--- src/rtl/tlb_op_ctrl.sv ---
// TLB maintenance-instruction sequencer: drains outstanding memory traffic,
// issues one command to the TLB, then writes CSRs back or requests a pipeline flush.
module tlb_op_ctrl (
  input  logic        clk,
  input  logic        rst,
  input  logic        req_valid,
  output logic        req_ready,
  input  logic [2:0]  req_op,
  input  logic [4:0]  req_invtlb_op,
  input  logic [18:0] req_vppn,
  input  logic [9:0]  req_asid,
  input  logic        mem_idle,
  output logic [2:0]  tlb_op,
  output logic [4:0]  invtlb_op,
  output logic [18:0] invtlb_vppn,
  output logic [9:0]  invtlb_asid,
  output logic        csr_wr_en,
  output logic        done,
  output logic        ine,
  output logic        flush_req,
  output logic        busy
);

  localparam logic [2:0] OP_NONE    = 3'd0;
  localparam logic [2:0] OP_TLBSRCH = 3'd1;
  localparam logic [2:0] OP_TLBRD   = 3'd2;
  localparam logic [2:0] OP_TLBWR   = 3'd3;
  localparam logic [2:0] OP_TLBFILL = 3'd4;
  localparam logic [2:0] OP_INVTLB  = 3'd5;

  typedef enum logic [2:0] {
    S_IDLE,
    S_DRAIN,
    S_ISSUE,
    S_WB,
    S_FLUSH
  } state_t;

  state_t      state;
  logic [2:0]  op_q;
  logic [4:0]  iop_q;
  logic [18:0] vppn_q;
  logic [9:0]  asid_q;
  logic [3:0]  drain_cnt;
  logic        done_q;

  logic [2:0]  req_op_norm;
  logic        accept;
  logic        req_illegal;
  logic        req_legal;

  // Accept-cycle decode; NONE and illegal INVTLB complete without leaving IDLE.
  always_comb begin
    // NOTE: every always_comb output gets a default first so no path can infer a latch.
    req_op_norm = OP_NONE;
    if (req_op >= OP_TLBSRCH && req_op <= OP_INVTLB) req_op_norm = req_op;
    req_ready   = (state == S_IDLE) && !rst;
    accept      = req_valid && req_ready;
    req_illegal = (req_op_norm == OP_INVTLB) && (req_invtlb_op > 5'd6);
    req_legal   = (req_op_norm != OP_NONE) && !req_illegal;
    ine         = accept && req_illegal;
    done        = done_q || (accept && !req_legal);
  end

  always_ff @(posedge clk or posedge rst) begin
    if (rst) begin
      state       <= S_IDLE;
      op_q        <= OP_NONE;
      iop_q       <= '0;
      vppn_q      <= '0;
      asid_q      <= '0;
      drain_cnt   <= '0;
      done_q      <= 1'b0;
      busy        <= 1'b0;
      tlb_op      <= OP_NONE;
      invtlb_op   <= '0;
      invtlb_vppn <= '0;
      invtlb_asid <= '0;
      csr_wr_en   <= 1'b0;
      flush_req   <= 1'b0;
    end else begin
      // NOTE: sequential state uses non-blocking assignments so every register
      // samples pre-edge values regardless of statement order.
      tlb_op      <= OP_NONE;
      invtlb_op   <= '0;
      invtlb_vppn <= '0;
      invtlb_asid <= '0;
      csr_wr_en   <= 1'b0;
      flush_req   <= 1'b0;
      done_q      <= 1'b0;

      unique case (state)
        S_IDLE: begin
          if (accept) begin
            op_q   <= req_op_norm;
            iop_q  <= req_invtlb_op;
            vppn_q <= req_vppn;
            asid_q <= req_asid;
            if (req_legal) begin
              state     <= S_DRAIN;
              drain_cnt <= '0;
              busy      <= 1'b1;
            end
          end
        end

        S_DRAIN: begin
          if (drain_cnt != 4'hF) drain_cnt <= drain_cnt + 4'd1;
          // Outputs are registered, so the ISSUE-cycle command is loaded on this edge.
          if (mem_idle) begin
            state  <= S_ISSUE;
            tlb_op <= op_q;
            if (op_q == OP_INVTLB) begin
              invtlb_op   <= iop_q;
              invtlb_vppn <= vppn_q;
              invtlb_asid <= asid_q;
            end
            if (op_q == OP_TLBSRCH || op_q == OP_TLBRD) csr_wr_en <= 1'b1;
          end
        end

        S_ISSUE: begin
          done_q <= 1'b1;
          if (op_q == OP_TLBSRCH || op_q == OP_TLBRD) begin
            state <= S_WB;
          end else begin
            state     <= S_FLUSH;
            flush_req <= 1'b1;
          end
        end

        S_WB, S_FLUSH: begin
          state <= S_IDLE;
          busy  <= 1'b0;
        end

        default: begin
          state <= S_IDLE;
          busy  <= 1'b0;
        end
      endcase
    end
  end

endmodule

--- config.mk ---
export PLATFORM = sky130hd
export DESIGN_NAME = tlb_op_ctrl
export DESIGN_NICKNAME = d
export VERILOG_FILES = /design/src/rtl/tlb_op_ctrl.sv
export SDC_FILE = /design/constraint.sdc
export NUM_CORES = 1
export LEC_CHECK = 0
export ABC_AREA = 1
export BUFFER_PORTS_ARGS = -buffer_cell sky130_fd_sc_hd__buf_4
export CAP_MARGIN = 20
export CORE_MARGIN = 5
export CORE_UTILIZATION = 51
export CTS_CLUSTER_DIAMETER = 30
export DETAILED_ROUTE_END_ITERATION = 8
export PLACE_DENSITY = 0.9
export SLEW_MARGIN = 0
export SYNTH_ARGS = -nofsm -noshare
export SYNTH_HDL_FRONTEND = slang
export SYNTH_SLANG_ARGS = --single-unit
--- constraint.sdc ---
create_clock -name clk -period 3.59 [get_ports clk]
set_clock_uncertainty 0.05 [all_clocks]
set_input_delay 0.5385 -clock clk [delete_from_list [all_inputs] [get_ports clk]]
set_output_delay 0.5385 -clock clk [all_outputs]
set_load 0.02 [all_outputs]
Word level (Yosys, flattened, before mapping)
Cells that the tools add are included.
{"block": "word_totals", "mem_bits_ro": 0, "memories": 0, "out_inout_bits": 43, "ramBits": 0, "regBits": 81, "latch_bits": 0}
{"block": "op_classes", "n_addsub": 0, "n_reduce_logical": 18, "mux": 26, "eq_ne": 9, "order_cmp": 3, "bitwise": 1, "div": 0, "n_shift": 0, "multipliers": 0}
{"op": "2-to-1 mux 19 bit", "n": 3}
{"op": "2-to-1 mux 10 bit", "n": 3}
{"op": "2-to-1 mux 3 bit", "n": 7}
{"op": "2-to-1 mux 5 bit", "n": 3}
{"op": "one-hot mux 3 bit (3 select lines)", "n": 1}
{"op": "2-to-1 mux 1 bit", "n": 8}
{"op": "logical AND 1 bit", "n": 7}
{"op": "equality test 3 x 1 -> 1 bit (second input constant)", "n": 2}
{"op": "equality test 3 x 2 -> 1 bit (second input constant)", "n": 2}
{"op": "equality test 3 bit (second input constant)", "n": 2}
{"op": "!= test 2 bit (second input constant)", "n": 3}
{"op": "AND reduction 3 bit", "n": 2}
{"op": "greater-than comparator 5 x 3 -> 1 bit (second input constant)", "n": 1}
{"op": ">= comparator 3 x 1 -> 1 bit (second input constant)", "n": 1}
{"op": "<= comparator 3 bit (second input constant)", "n": 1}
{"op": "zero test 1 bit", "n": 3}
{"op": "zero test 3 bit", "n": 1}
{"op": "nonzero test 3 bit", "n": 1}
{"op": "logical OR 1 bit", "n": 2}
{"op": "one-hot mux 1 bit (2 select lines)", "n": 1}
{"op": "AND reduction 2 bit", "n": 1}
{"op": "OR reduction 2 bit", "n": 1}
{"op": "inverter 1 bit", "n": 1}

Depth between registers and ports, before layout
{"block": "logic_depth", "ltp_word": 10, "mapped_depth": 9, "depth_no_buf": 9}

Least setup slack after synthesis
No wires, ideal clock.
{"block": "synth_path", "kind": "reg-to-output", "start": "reg state[0]", "end": "out ine", "arrival_time_ns": 1.327, "stages_incl_launch_ff": 7, "required_time_ns": 3.002, "n_path_buf": 1, "setup_slack_ns": 1.675, "cell_sequence": "dfrtp_1 nor2_2 nand2_2 nor2_4 nand2_2 clkbuf_1 nor2_1"}
{"block": "synth_via", "elab_chain_cells": 4}
{"item": "from (decl)", "line": "39", "rtl": "state_t state;"}
{"item": "from (signal assigned)", "line": "67", "rtl": "state <= S_IDLE;"}
{"item": "from (signal assigned)", "line": "100", "rtl": "state <= S_DRAIN;"}
{"item": "from (signal assigned)", "line": "111", "rtl": "state <= S_ISSUE;"}
{"item": "zero test 3 bit", "line": "57", "rtl": "req_ready = (state == S_IDLE) && !rst;"}
{"item": "logical AND 1 bit", "line": "57"}
{"item": "named net req_ready", "line": "7", "rtl": "output logic req_ready,"}
{"item": "logical AND 1 bit", "line": "58", "rtl": "accept = req_valid && req_ready;"}
{"item": "logical AND 1 bit", "line": "61", "rtl": "ine = accept && req_illegal;"}
{"item": "to (decl)", "line": "19", "rtl": "output logic ine,"}
The timed path passes the listed nets, and every way through them passes these cells.

Worst setup path after layout
{"block": "layout_path", "start": "reg state[0]", "end": "out done"}
{"block": "layout_via", "elab_chain_cells": 5}
{"item": "zero test 3 bit", "line": "57"}
{"item": "logical AND 1 bit", "line": "57"}
{"item": "logical AND 1 bit", "line": "58"}
{"item": "logical AND 1 bit", "line": "62", "rtl": "done = done_q || (accept && !req_legal);"}
{"item": "logical OR 1 bit", "line": "62"}
{"item": "to (decl)", "line": "18", "rtl": "output logic done,"}
Every way passes these cells.

==> metrics.md <==
| Metric | Value |
|---|---|
| Yosys reg bits | `81` |
| Via density per instance | `4.91` |
| Commonest cells after routing, fill and taps aside | `nand2_1 (100), buf_4 (87), dfrtp_1 (81)` |
| Reg-to-reg endpoint | `vppn_q[14]` |
| Clk slew on worst S/H paths | `80 ps` |
| Port Buffer Count | `83` |
| Internal Power | `1.72 mW` |
| Top cell type's share of synthesized area | `66.7%` |
| TritonCTS clock tree | `built` |
| Reg2Reg Setup Slack | `1580 ps` |
| Final net count | `420` |
| Met1 usage | `23.2%` |
| Ant. Diodes | `0` |
| Clock network fraction of total power | `24.8%` |
| R2r startpoint | `state[0]` |
| I/O Pins | `84` |
| Post-CTS setup buffer count | `0` |
| 1st-iter DRT viols | `76` |
| Sequential power share | `50.0%` |
| Post_cts resized | `0` |
| Sw Share | `32.1%` |
| Setup crit end kind | `output pin` |
| Clock root cell | `clkbuf_8` |
| Gpl congestion | `0.789` |
| Hold Path Class | `input pin to async pin` |
| Hold_buf cts | `0` |
| Max-Slew Margin vs Limit | `55.3%` |
| Initial Util | `51.9%` |
| Total GRT Usage | `18.6%` |
| Syn avg cell area | `10.3 um2` |
| RSZ-0062 raised after global routing | `false` |
| CP arrival | `1840 ps` |
| Combinational fraction of design power | `25.3%` |
| Cell variety after synth | `20` |
| Most common cell after layout, fill and taps aside | `nand2_1` |
| Area leader, netlist | `dfrtp_1` |
| Hold slack final | `128 ps` |
| Synth Area in Compound Gates | `2.88%` |
| Startpoint types | `register` |
| R2R cell count | `7` |
| Pwr per Cell Area | `649 nW/um2` |
| Mapped Cells | `295` |
| Cts bufs inserted | `9` |
| Clock Latency Late Sink | `340 ps` |
| Critical Path RT | `3000 ps` |
| Die Width | `87.2 um` |
| WL per Instance | `14.0 um` |
| Vias | `2252` |
| Syn_nets | `336` |
| Fin crit share | `67.7%` |
| Final setup fails | `0` |
| Die height | `87.2 um` |
| First-pass GRT wire length | `10700 um` |
| Fmax | `0.412 GHz` |
| H-Tree Depth | `3` |
| Gr ovfl total | `0` |
| Worst-Margin Slew | `669 ps` |
| Synth Cell Area | `3040 um2` |
| Largest net degree at the start of global routing | `64` |
| Share of cells above drive strength 1 | `28.9%` |
| Period minus WS final | `2430 ps` |
| Final Hold Vio Count | `0` |
| CORE AREA | `5850 um2` |
| Fin. max-slew vios | `0` |
| Number of global-route vias before repair | `2353` |
| Die ar. | `7600 um2` |
| Met2 Resource Use GR | `31.2%` |
| Worst setup startpoint | `state[0]` |
| Setup_tns | `0 ps` |
| Final Util | `66.6%` |
| Tot Pwr | `2.53 mW` |
| GR Layer Usage met3 | `4.45%` |
| Initial antenna violation count | `0` |
| Top post-synthesis cells by area | `dfrtp_1 (67%), nand2_1 (12%), nor3b_1 (6.2%), inv_1 (2.7%), o21ai_0 (2.1%)` |
| Status | `complete, no violations` |
| Syn-to-layout area delta | `28.2%` |
| Peak-usage layer in the global routing report | `met2` |
| Ys Warns | `0` |
| Switching power | `812 uW` |
| Sequential element share of the synthesized area | `66.7%` |
| Initial DRT Pass Iterations | `4` |
| Leakage | `2.08 nW` |
| Bufs on Longest Clock Path | `2` |
| Crit-path max FO | `31` |
| Drc violations | `0` |
| Clk sinks | `81` |
| Peak VDD IR | `0.290 mV` |
| Main combinational cell family by area after synthesis | `simple AND/OR/NAND/NOR gates` |
| Remaining antenna violation count | `0` |
| Post-synthesis xor/xnor area fraction | `0.288%` |
| Setup CP Type | `register to output pin` |
| Final Routed Wirelength | `6410 um` |
| Area fraction in and, or, nand and nor cells after synthesis | `24.0%` |
| Post-synthesis adder-cell area fraction | `0%` |
| Multiplexer share of the synthesized area | `0%` |
| Num rows | `28` |
| Detailed Place HPWL | `4410 um` |
| Max-Cap Viols | `0` |
## flip-flops by register name, indices dropped and copies added, names as in the netlist
signal / flops
vppn_q: 19
flush_req: 1
asid_q: 10
iop_q: 5
invtlb_vppn: 19
state: 3
op_q: 3
csr_wr_en: 1
busy: 1
done_q: 1
invtlb_asid: 10
invtlb_op: 5
tlb_op: 3
## power by group through the flow
stage | registers [mW] | clock network, mW | logic (mW)
after floorplan | 1.26 | 0 | 0.469
after global placement | 1.25 | 0 | 0.612
after detailed placement | 1.27 | 0 | 0.640
after CTS | 1.26 | 0.643 | 0.645
after global routing | 1.28 | 0.683 | 0.737
final | 1.26 | 0.626 | 0.638
## metrics by stage
| stage | instance area [um2] | std cells | setup WS, ps |
|---|---|---|---|
| 6_report | 3890 | 459 | 1160 |
| 5_1_grt | 3890 | 459 | 961 |
| 4_1_cts | 3870 | 458 | 1130 |
| 3_5_place_dp | 3690 | 442 | 1440 |
| 3_3_place_gp | 3690 | 442 | 1470 |
| 2_1_floorplan | 3040 | 295 | 921 |
## cells in the mapped netlist
cell and count:
nand2_1 100, dfrtp_1 81, nor3b_1 25, inv_1 22, o21ai_0 13, nor2_1 11, nor3_1 9, nand3_1 7
clkbuf_1 6, buf_6 5, buf_2 4, a21oi_1 3, nand2_2 2, a21o_1 1, inv_2 1, nand3_2 1
nor2_2 1, nor2_4 1, or2_2 1, xor2_1 1
## layout make-up
class | instances | area [um2]
Tap cell | 75 | 93.8
Multi-Input combinational cell | 176 | 827
Inverter | 23 | 87.6
Clock inverter | 6 | 58.8
Fill cell | 463 | 1960
Sequential cell | 81 | 2030
Clock buffer | 10 | 128
Timing Repair Buffer | 88 | 673
## cell families after synthesis
group / count (synthesis)
DFF: 81
and+or+nand+nor: 158
xor gates and xnor gates: 1
AOI/OAI and AO/OA: 17
buffers and inverters: 38
## critical path, stage by stage, from the launching register on
cell and delay, ps:
dfrtp_1 390, nor2_2 140, nand2_2 90, nor2_4 90, nand2_2 350, inv_2 160, a21o_1 130, buf_4 140
## metal layers
layer | vias to the layer above | share of wire (%)
met1 | 1083 | 40
met4 | 0 | 0.92
met5 | - | 0
li1 | 1087 | -
met3 | 7 | 7.1
met2 | 75 | 52
## worst max path at each step
stage                      to  slack, ps  cells past startpoint
floorplan           asid_q[0]        920                      1
global placement         done       1470                      6
detailed placement       done       1440                      6
CTS                      done       1130                      7
global route             done        960                      7
finish                   done       1160                      7
Power figures use the tool's default switching activity.
